File: config.mk
export PLATFORM = sky130hd
export DESIGN_NAME = reg_writeback_flat
export DESIGN_NICKNAME = d
export VERILOG_FILES = /design/src/rtl/reg_writeback_if.sv /design/src/rtl/reg_writeback.sv /design/src/flat_wrapper.sv
export SDC_FILE = /design/constraint.sdc
export NUM_CORES = 1
export LEC_CHECK = 0
export BUFFER_PORTS_ARGS = -buffer_cell sky130_fd_sc_hd__clkbuf_2
export CORE_MARGIN = 3
export CORE_UTILIZATION = 60
export CTS_CLUSTER_DIAMETER = 40
export DETAILED_ROUTE_END_ITERATION = 6
export PLACE_DENSITY = 0.86
export SKIP_CTS_REPAIR_TIMING = 1
export SYNTH_ARGS = -nofsm -noshare
export SYNTH_HDL_FRONTEND = slang
export SYNTH_SLANG_ARGS = --single-unit
File: constraint.sdc
create_clock -name clk -period 6 [get_ports clk]
set_input_delay 0.6 -clock clk [delete_from_list [all_inputs] [get_ports clk]]
set_output_delay 0.6 -clock clk [all_outputs]
set_load 0.05 [all_outputs]
File: src/rtl/reg_writeback_if.sv
// Bundle of the writeback-controller signals: issue, ALU and load results,
// the register-file write port and the decode hazard queries.
interface reg_writeback_if;
    logic        issue_valid;
    logic [4:0]  issue_rd;

    logic        alu_valid;
    logic        alu_ready;
    logic [4:0]  alu_rd;
    logic [31:0] alu_data;

    logic        ld_valid;
    logic [4:0]  ld_rd;
    logic [2:0]  ld_funct3;
    logic [31:0] ld_data;

    logic        reg_write;
    logic [4:0]  rd_addr;
    logic [31:0] rd_data;

    logic [4:0]  rs1_addr;
    logic [4:0]  rs2_addr;
    logic        rs1_busy;
    logic        rs2_busy;
    logic        rs1_fwd;
    logic        rs2_fwd;

    modport master (
        output issue_valid, issue_rd,
        output alu_valid, alu_rd, alu_data,
        input  alu_ready,
        output ld_valid, ld_rd, ld_funct3, ld_data,
        input  reg_write, rd_addr, rd_data,
        output rs1_addr, rs2_addr,
        input  rs1_busy, rs2_busy, rs1_fwd, rs2_fwd
    );

    modport slave (
        input  issue_valid, issue_rd,
        input  alu_valid, alu_rd, alu_data,
        output alu_ready,
        input  ld_valid, ld_rd, ld_funct3, ld_data,
        output reg_write, rd_addr, rd_data,
        input  rs1_addr, rs2_addr,
        output rs1_busy, rs2_busy, rs1_fwd, rs2_fwd
    );
endinterface

File: src/rtl/reg_writeback.sv
// Register-file write-port controller: load/ALU arbitration, ALU result FIFO,
// load extension and pending-write scoreboard. WB_BYPASS_EN enables rd_data forwarding.
module reg_writeback #(
    parameter int FIFO_DEPTH = 2
) (
    input  logic clk,
    input  logic reset,
    reg_writeback_if.slave bus
);

    localparam int PTR_W = (FIFO_DEPTH > 1) ? $clog2(FIFO_DEPTH) : 1;
    localparam int CNT_W = $clog2(FIFO_DEPTH + 1);
    localparam logic [CNT_W-1:0] FULL_CNT = CNT_W'(FIFO_DEPTH);
    localparam logic [PTR_W-1:0] LAST_PTR = PTR_W'(FIFO_DEPTH - 1);

    logic [4:0]       fifo_rd   [FIFO_DEPTH];
    logic [31:0]      fifo_data [FIFO_DEPTH];
    logic [PTR_W-1:0] head;
    logic [PTR_W-1:0] tail;
    logic [CNT_W-1:0] count;

    logic             fifo_full;
    logic             fifo_empty;
    logic             alu_accept;
    logic             push;
    logic             pop;

    logic             sel_valid;
    logic [4:0]       sel_rd;
    logic [31:0]      sel_data;

    logic             wb_en;
    logic [4:0]       wb_addr;
    logic [31:0]      wb_data;

    logic [31:0]      pending;
    logic [31:0]      pending_next;

    function automatic logic [31:0] extend_load(input logic [2:0] funct3,
                                                input logic [31:0] raw);
        logic [31:0] result;
        case (funct3)
            3'b000:  result = {{24{raw[7]}}, raw[7:0]};
            3'b001:  result = {{16{raw[15]}}, raw[15:0]};
            3'b100:  result = {24'd0, raw[7:0]};
            3'b101:  result = {16'd0, raw[15:0]};
            default: result = raw;
        endcase
        return result;
    endfunction

    function automatic logic [PTR_W-1:0] next_ptr(input logic [PTR_W-1:0] ptr);
        return (ptr == LAST_PTR) ? '0 : ptr + PTR_W'(1);
    endfunction

    // Ready comes only from the registered count, so a full FIFO never pops through.
    assign fifo_full  = (count == FULL_CNT);
    assign fifo_empty = (count == '0);
    assign alu_accept = bus.alu_valid && !fifo_full;

    assign bus.alu_ready = !fifo_full;

    always_comb begin
        push      = 1'b0;
        pop       = 1'b0;
        sel_valid = 1'b0;
        sel_rd    = '0;
        sel_data  = '0;
        if (bus.ld_valid) begin
            sel_valid = 1'b1;
            sel_rd    = bus.ld_rd;
            sel_data  = extend_load(bus.ld_funct3, bus.ld_data);
            push      = alu_accept;
        end else if (!fifo_empty) begin
            sel_valid = 1'b1;
            sel_rd    = fifo_rd[head];
            sel_data  = fifo_data[head];
            pop       = 1'b1;
            push      = alu_accept;
        end else if (alu_accept) begin
            sel_valid = 1'b1;
            sel_rd    = bus.alu_rd;
            sel_data  = bus.alu_data;
        end
    end

    // Payload storage needs no reset; the pointers and count define validity.
    always_ff @(posedge clk) begin
        if (push) begin
            fifo_rd[tail]   <= bus.alu_rd;
            fifo_data[tail] <= bus.alu_data;
        end
    end

    always_ff @(posedge clk or posedge reset) begin
        if (reset) begin
            head  <= '0;
            tail  <= '0;
            count <= '0;
        end else begin
            if (push) tail <= next_ptr(tail);
            if (pop)  head <= next_ptr(head);
            case ({push, pop})
                2'b10:   count <= count + CNT_W'(1);
                2'b01:   count <= count - CNT_W'(1);
                default: count <= count;
            endcase
        end
    end

    // Address and data hold across idle cycles; x0 results update them without a write.
    always_ff @(posedge clk or posedge reset) begin
        if (reset) begin
            wb_en   <= 1'b0;
            wb_addr <= '0;
            wb_data <= '0;
        end else begin
            wb_en <= sel_valid && (sel_rd != 5'd0);
            if (sel_valid) begin
                wb_addr <= sel_rd;
                wb_data <= sel_data;
            end
        end
    end

    assign bus.reg_write = wb_en;
    assign bus.rd_addr   = wb_addr;
    assign bus.rd_data   = wb_data;

    // Clear is applied first so a same-cycle issue to the committing register wins.
    always_comb begin
        pending_next = pending;
        if (wb_en) pending_next[wb_addr] = 1'b0;
        if (bus.issue_valid && (bus.issue_rd != 5'd0)) pending_next[bus.issue_rd] = 1'b1;
    end

    always_ff @(posedge clk or posedge reset) begin
        if (reset) pending <= '0;
        else       pending <= pending_next;
    end

`ifdef WB_BYPASS_EN
    assign bus.rs1_fwd = wb_en && (wb_addr == bus.rs1_addr) && (bus.rs1_addr != 5'd0);
    assign bus.rs2_fwd = wb_en && (wb_addr == bus.rs2_addr) && (bus.rs2_addr != 5'd0);
`else
    assign bus.rs1_fwd = 1'b0;
    assign bus.rs2_fwd = 1'b0;
`endif

    assign bus.rs1_busy = pending[bus.rs1_addr] && (bus.rs1_addr != 5'd0) && !bus.rs1_fwd;
    assign bus.rs2_busy = pending[bus.rs2_addr] && (bus.rs2_addr != 5'd0) && !bus.rs2_fwd;

endmodule

File: src/flat_wrapper.sv
// flat-port wrapper written by rule: the top's interface ports become plain ports
module reg_writeback_flat 
#(
    parameter int FIFO_DEPTH = 2
)
  (clk, reset, bus_issue_valid, bus_issue_rd, bus_alu_valid, bus_alu_rd, bus_alu_data, bus_alu_ready, bus_ld_valid, bus_ld_rd, bus_ld_funct3, bus_ld_data, bus_reg_write, bus_rd_addr, bus_rd_data, bus_rs1_addr, bus_rs2_addr, bus_rs1_busy, bus_rs2_busy, bus_rs1_fwd, bus_rs2_fwd);
  reg_writeback_if bus_i ();
  input  logic clk;
  input  logic reset;
  input wire logic [$bits(bus_i.issue_valid)-1:0] bus_issue_valid;
  input wire logic [$bits(bus_i.issue_rd)-1:0] bus_issue_rd;
  input wire logic [$bits(bus_i.alu_valid)-1:0] bus_alu_valid;
  input wire logic [$bits(bus_i.alu_rd)-1:0] bus_alu_rd;
  input wire logic [$bits(bus_i.alu_data)-1:0] bus_alu_data;
  output wire logic [$bits(bus_i.alu_ready)-1:0] bus_alu_ready;
  input wire logic [$bits(bus_i.ld_valid)-1:0] bus_ld_valid;
  input wire logic [$bits(bus_i.ld_rd)-1:0] bus_ld_rd;
  input wire logic [$bits(bus_i.ld_funct3)-1:0] bus_ld_funct3;
  input wire logic [$bits(bus_i.ld_data)-1:0] bus_ld_data;
  output wire logic [$bits(bus_i.reg_write)-1:0] bus_reg_write;
  output wire logic [$bits(bus_i.rd_addr)-1:0] bus_rd_addr;
  output wire logic [$bits(bus_i.rd_data)-1:0] bus_rd_data;
  input wire logic [$bits(bus_i.rs1_addr)-1:0] bus_rs1_addr;
  input wire logic [$bits(bus_i.rs2_addr)-1:0] bus_rs2_addr;
  output wire logic [$bits(bus_i.rs1_busy)-1:0] bus_rs1_busy;
  output wire logic [$bits(bus_i.rs2_busy)-1:0] bus_rs2_busy;
  output wire logic [$bits(bus_i.rs1_fwd)-1:0] bus_rs1_fwd;
  output wire logic [$bits(bus_i.rs2_fwd)-1:0] bus_rs2_fwd;
  assign bus_i.issue_valid = bus_issue_valid;
  assign bus_i.issue_rd = bus_issue_rd;
  assign bus_i.alu_valid = bus_alu_valid;
  assign bus_i.alu_rd = bus_alu_rd;
  assign bus_i.alu_data = bus_alu_data;
  assign bus_alu_ready = bus_i.alu_ready;
  assign bus_i.ld_valid = bus_ld_valid;
  assign bus_i.ld_rd = bus_ld_rd;
  assign bus_i.ld_funct3 = bus_ld_funct3;
  assign bus_i.ld_data = bus_ld_data;
  assign bus_reg_write = bus_i.reg_write;
  assign bus_rd_addr = bus_i.rd_addr;
  assign bus_rd_data = bus_i.rd_data;
  assign bus_i.rs1_addr = bus_rs1_addr;
  assign bus_i.rs2_addr = bus_rs2_addr;
  assign bus_rs1_busy = bus_i.rs1_busy;
  assign bus_rs2_busy = bus_i.rs2_busy;
  assign bus_rs1_fwd = bus_i.rs1_fwd;
  assign bus_rs2_fwd = bus_i.rs2_fwd;
  reg_writeback #(.FIFO_DEPTH(FIFO_DEPTH)) u_core (.clk(clk), .reset(reset), .bus(bus_i));
endmodule
==> impl_metrics.ini, run 1 <==
[worst_setup_path]
worstPathArrival_ns = 3.65
r2r_end = u_core.fifo_data[1][2]
crit_path_max_incr_delay_ns = 1.08
crit_path_end_kind = flip-flop
critPathSlowestCell = nand2_1
reg2regPathDepth = 3
path_cells = clkbuf_2 -> clkinv_1 -> nand2_1 -> inv_1 -> ha_1 -> xnor2_1 -> nor2_1 -> xor2_1
cp_max_fo = 36
crit_required_ns = 6.28
critPathTopFamily = buffers and inverters
worst-path-buf-inv = 3
crit_type = input pin to flip-flop
ff2ff_setup_slack_ns = 3.07
r2r-start = u_core.count[0]
startpoint_type = input pin

[synthesis]
syn_area_um2 = 7010
yosys_warnings = 0
ys.flop_type = edfxtp_1
syn_avg_cell_area_um2 = 11.9
netlist_instances = 587
ys_ff_latch = 148
synth_cell_types = 53
synth_edf_count = 74
async_flop_share_pct = 50.0
seq_area_frac_synth_pct = 58.1

[run_status]
status = finished, final reports clean

[timing]
post-route-period-util_pct = 56.2
worstMarginPinSlew_ns = 1.21
hold_viol_final = 0
relSlewSlack_pct = 19.4
rsz0062_at_grt = false
setup_viol = 0
max_freq_mhz = 296
fin_setup_tns_ns = 0
min_period_ns = 3.37
slew_viol_final = 0
skew_ns = 0.00779

[routing]
num_vias = 5546
avgViaCountPerCell = 6.52
drtIter0Drc = 596
drc = 0
ant_nets = 0
firstDrtPassIters = 5
wl_per_cell_um = 21.5
drt_wl_total_um = 18300

[floorplanning]
die_w_um = 114
die_y_um = 114
rows = 38
ios = 140
dieArea_um2 = 13000
core_um2 = 11100
initial_core_util_pct = 63.0

[placement]
place_congestion = 0.914
place_hpwl_um = 11500
dp.cells = 819
io_buffers = 137

[grt]
globalRouteTotalUtil_pct = 28.9
grt_pass1_vias = 5594
grt_pass1_wl_um = 28700
overflow = 0
antenna_found_initial = 0
grt_max_degree = 75

[min_path]
holdPathStages = 1
min_to = u_core.fifo_rd[0][4]
hold_class = input pin to flip-flop
min-delay-start = bus_alu_rd[4]

[clock_network]
clk_latency_ns = 0.42
cts_max_level = 4
root_buffer = clkbuf_16
cts_tree = done
clk_pin_slew_ns = 0.06
clk_path_buf_depth = 2
cts_buffers = 17
cts.sinks = 148

[finish]
seqCellArea_um2 = 4080
insertedDiodeCount = 0
fillers = 739
multiInputGateArea_um2 = 2680
layout.nets = 796
drive_above_1_share_pct = 27.6
instances_no_fill = 851
final_core_util_pct = 74.0
syn2layout_area_growth_pct = 17.4

[pwr]
power.density_nw_per_um2 = 513
ir_drop_mv = 0.371
power_leakage_nw = 3.32

[job]
max_cap_viol_count = 0
## flip-flops by register name, indices dropped and copies added, names as in the netlist, 2 cells and up
register,cells
u_core.fifo_data,64
u_core.fifo_rd,10
u_core.pending,32
u_core.count,2
u_core.bus.rd_data,32
u_core.bus.rd_addr,5
## placed cells by master, fill, tap and decap left out, types with 3 or more instances in the layout
master / synthesis / routed
o31ai_1: 6 / 6
a311oi_1: 3 / 3
o22a_1: 14 / 14
nand4_1: 3 / 3
mux4_2: 13 / 13
inv_1: 4 / 3
nor4b_1: 7 / 7
o21ai_2: 3 / 3
mux2i_1: 35 / 35
clkbuf_2: 1 / 137
nand3_1: 9 / 9
clkinv_2: 0 / 4
nor2b_1: 23 / 23
a21oi_1: 43 / 43
mux2_2: 4 / 4
dfrtp_1: 74 / 73
nand2b_1: 7 / 7
o22ai_1: 24 / 24
o21ai_0: 75 / 75
nor2_1: 27 / 24
nor3_1: 4 / 4
a211oi_1: 8 / 8
clkbuf_1: 18 / 3
xnor2_1: 4 / 4
nand2_1: 37 / 37
nand3b_1: 8 / 8
edfxtp_1: 74 / 74
o211ai_1: 3 / 3
clkbuf_8: 0 / 3
clkbuf_16: 0 / 17
## how the worst max path moves through the flow
| stage | to | slack, ns | startpoint | depth (start not counted) |
|---|---|---|---|---|
| floorplan | u_core.fifo_data[0][0] | 2.75 | bus_alu_valid | 4 |
| global placement | u_core.count[1] | 2.39 | bus_ld_valid | 8 |
| detailed placement | u_core.count[1] | 2.30 | bus_ld_valid | 8 |
| CTS | u_core.count[1] | 2.69 | bus_ld_valid | 8 |
| global route | u_core.count[1] | 2.39 | bus_ld_valid | 8 |
| finish | u_core.count[1] | 2.63 | bus_ld_valid | 8 |
## power by group
group	internal (mW)	switching [mW]
Combinational	0.497	0.942
Clock	0.642	0.389
Sequential	1.43	0.322
Total	2.57	1.65
## synthesized netlist by cell type (2+ instances only)
master	n	area share, %
o21ai_0	75	5.4
dfrtp_1	74	26
edfxtp_1	74	32
a21oi_1	43	3.1
nand2_1	37	2.0
mux2i_1	35	5.0
nor2_1	27	1.4
o22ai_1	24	2.1
nor2b_1	23	2.1
buf_2	19	1.4
clkbuf_1	18	0.96
o22a_1	14	1.7
mux4_2	13	4.2
nand3_1	9	0.64
a211oi_1	8	0.86
nand3b_1	8	0.86
nand2b_1	7	0.62
nor4b_1	7	0.87
o31ai_1	6	0.64
buf_6	5	0.80
buf_4	4	0.43
inv_1	4	0.21
mux2_2	4	0.64
nor3_1	4	0.29
xnor2_1	4	0.50
a311oi_1	3	0.37
nand4_1	3	0.27
o211ai_1	3	0.32
o21ai_2	3	0.37
a22o_1	2	0.25
mux4_1	2	0.75
or3_1	2	0.18
or3b_1	2	0.25
or4bb_1	2	0.32
## stage by stage
| stage | power, mW | hold WS [ns] | instance area [um^2] | setup WS, ns |
|---|---|---|---|---|
| finish | 4.22 | 0.386 | 8230 | 2.63 |
| CTS | 4.21 | 0.375 | 8230 | 2.69 |
| floorplan | 2.77 | 0.453 | 7010 | 2.75 |
| global route | 4.41 | 0.373 | 8230 | 2.39 |
| detailed placement | 3.16 | 0.472 | 7650 | 2.30 |
| global placement | 3.09 | 0.460 | 7650 | 2.39 |
## routing by layer
| metal | share of wire (%) | track usage, % | vias to the layer above |
|---|---|---|---|
| met5 | 0 | 0 | - |
| met4 | 2.7 | 11.7 | 0 |
| met3 | 9.0 | 7.51 | 49 |
| met2 | 50 | 46.8 | 346 |
| met1 | 38 | 37.5 | 2713 |
| li1 | - | - | 2438 |
## final cells by class
cell class | count | area share (%)
multi-input cells | 388 | 32.6
well taps | 140 | 2.13
clock buffers | 23 | 5.81
inverters | 5 | 0.243
flip-flops and latches | 148 | 49.5
clock inverters | 9 | 1.25
repair buffers | 138 | 8.42
## kinds of logic (layout without fill, tap and decap cells)
family / Yosys count / after routing / share of synthesized area (%)
buffers and inverters: 52 / 175 / 3.89
AND/OR/NAND/NOR: 139 / 139 / 10.7
other: 1 / 2 / 0.0535
XOR/XNOR: 5 / 5 / 0.625
AO/OA/AOI/OAI: 187 / 187 / 15.9
flip-flops: 148 / 148 / 58.1
adder cells (fa/ha/maj): 1 / 1 / 0.178
multiplexers: 54 / 54 / 10.6
(Power assumes the default switching activity.)
==> inputs of run 2 (changes only) <==
--- a/config.mk
+++ b/config.mk
@@ -7,10 +7,10 @@
 export LEC_CHECK = 0
 export BUFFER_PORTS_ARGS = -buffer_cell sky130_fd_sc_hd__clkbuf_2
 export CORE_MARGIN = 3
-export CORE_UTILIZATION = 60
+export CORE_UTILIZATION = 55
 export CTS_CLUSTER_DIAMETER = 40
 export DETAILED_ROUTE_END_ITERATION = 6
-export PLACE_DENSITY = 0.86
+export PLACE_DENSITY = 0.8
 export SKIP_CTS_REPAIR_TIMING = 1
 export SYNTH_ARGS = -nofsm -noshare
 export SYNTH_HDL_FRONTEND = slang
==> constraint.sdc (replaced) <==
create_clock -name clk -period 3.2 [get_ports clk]
set_input_delay 0.32 -clock clk [delete_from_list [all_inputs] [get_ports clk]]
set_output_delay 0.32 -clock clk [all_outputs]
set_load 0.05 [all_outputs]
==> run 2 against run 1 <==
  * Largest power group unchanged
  * Clock-buffer cell count is the same
  * Highest routed layer unchanged
  * First-iteration DRC count shrank 10%
  * Die area grew 8.6%
  * Via count shrank 0.50%
  * Design area grew 1.9%
  * Largest cell class unchanged
  * Global-route usage shrank 3.1 points
==> impl_metrics.ini, run 2 (same netlist as run 1, synthesis figures left out) <==
[timing]
min_period_ns = 2.38
fin_hold_ws_ns = 0.0928
setup_viol = 0
hold_viol_final = 0
max_freq_mhz = 420
slew_viol_final = 0
post-route-period-util_pct = 74.3
skew_ns = 0.00609
worstMarginPinSlew_ns = 1.02
relSlewSlack_pct = 31.9
fin_setup_tns_ns = 0
fin_ws_ns = 0.821
rsz0062_at_grt = false

[worst_setup_path]
startpoint_type = flip-flop
crit_type = flip-flop to flip-flop
worstPathArrival_ns = 2.71
crit_required_ns = 3.53
crit_path_end_kind = flip-flop
cp_max_fo = 21

[routing]
wl_per_cell_um = 20.2
num_vias = 5518
ant_nets = 0
drc = 0
drt_wl_total_um = 17900
drtIter0Drc = 534
avgViaCountPerCell = 6.22
firstDrtPassIters = 5

[clock_network]
clk_latency_ns = 0.43
cts.sinks = 148
cts_buffers = 17
cts_max_level = 4
clk_pin_slew_ns = 0.06
root_buffer = clkbuf_16
clk_path_buf_depth = 2
cts_tree = done

[grt]
grt_max_degree = 57
globalRouteTotalUtil_pct = 25.8
grt_pass1_vias = 5481
antenna_found_initial = 0
grt_pass1_wl_um = 28400
overflow = 0

[floorplanning]
dieArea_um2 = 14100
rows = 40
core_um2 = 12200
die_y_um = 119
die_w_um = 119
initial_core_util_pct = 57.4
ios = 140

[run_status]
status = finished, final reports clean

[finish]
final_core_util_pct = 68.7
syn2layout_area_growth_pct = 19.7
mostFrequentLayoutCell = clkbuf_2
drive_above_1_share_pct = 28.2
insertedDiodeCount = 0
fillers = 954
regMostFlops = u_core.fifo_data
final_cell_mix = clkbuf_2 (137), o21ai_0 (75), edfxtp_1 (74)
instances_no_fill = 887
layout.nets = 804
fin_area_um2 = 8390
largest_register_ffs = 64

[placement]
place_hpwl_um = 12300
pre_cts_ws_ns = 0.851
io_buffers = 137
place_area_um2 = 7770
place_congestion = 0.926
dp.cells = 855

[pwr]
finalPower_mw = 8.08
power.internal_mw = 5.00
combPwrFrac_pct = 34.6
switching_power_mw = 3.08
power.density_nw_per_um2 = 964
ir_drop_mv = 0.661
power_leakage_nw = 3.38
p_sw_share_pct = 38.1
pwr-share-seq_pct = 39.7
clkPwrFrac_pct = 25.7

[job]
max_cap_viol_count = 0

[min_path]
hold_class = input pin to asynchronous set/reset pin
[run 2: cell count changes in the layout (fill, tap and decap cells not counted), sizes merged]
cell,before,now
inv,3,4
clkinv,7,6
clkinvlp,2,0
buf,1,9
bufinv,2,4
[run 2: final cells by class]
| cell class | instances | area [um^2] | area share (%) |
|---|---|---|---|
| clock buffers | 23 | 468 | 5.58 |
| flip-flops and latches | 148 | 4080 | 48.6 |
| well taps | 168 | 210 | 2.51 |
| multi-input cells | 388 | 2680 | 32.0 |
| repair buffers | 146 | 778 | 9.28 |
| inverters | 5 | 20.0 | 0.239 |
| clock inverters | 9 | 151 | 1.81 |
[run 2: path summary, 6_finish.rpt]
| kind | cells after the start | slack (ns) | from | endpoint |
|---|---|---|---|---|
| max | 5 | 0.82 | u_core.count[1] | u_core.bus.rd_data[27] |
| min | 2 | 0.09 | reset | u_core.pending[2] |
| max reg2reg | 5 | 0.82 | u_core.count[1] | u_core.bus.rd_data[27] |
| min reg2reg | 2 | 0.48 | u_core.bus.rd_data[26] | u_core.bus.rd_data[26] |
| max in group asynchronous | 3 | 2.30 | reset | u_core.pending[27] |
| min in group clk | 1 | 0.11 | bus_alu_data[5] | u_core.fifo_data[0][5] |
[run 2: worst max-delay path: stages (launching register included)]
cell     delay (ns)
dfrtp_1        0.59
or3_4          0.48
buf_4          0.22
nor2_2         0.71
nand2_1        0.17
o31ai_1        0.10
[run 2: power by group through the flow]
stage / sequential, mW / combinational (mW) / clock [mW]
2_1_floorplan: 3.61 / 1.59 / 0
3_3_place_gp: 3.17 / 2.69 / 0
3_5_place_dp: 3.21 / 2.77 / 0
4_1_cts: 3.18 / 2.79 / 2.09
5_1_grt: 3.27 / 2.99 / 2.19
6_report: 3.21 / 2.80 / 2.08
[run 2: per-layer routing]
layer	wire, um	part of all wire, %	vias to the layer above	global-route usage (%)
met3	1710	9.6	35	7.60
met2	8930	50	330	42.1
li1	-	-	2445	-
met5	0	0	-	0
met4	312	1.7	0	8.98
met1	6940	39	2708	33.1
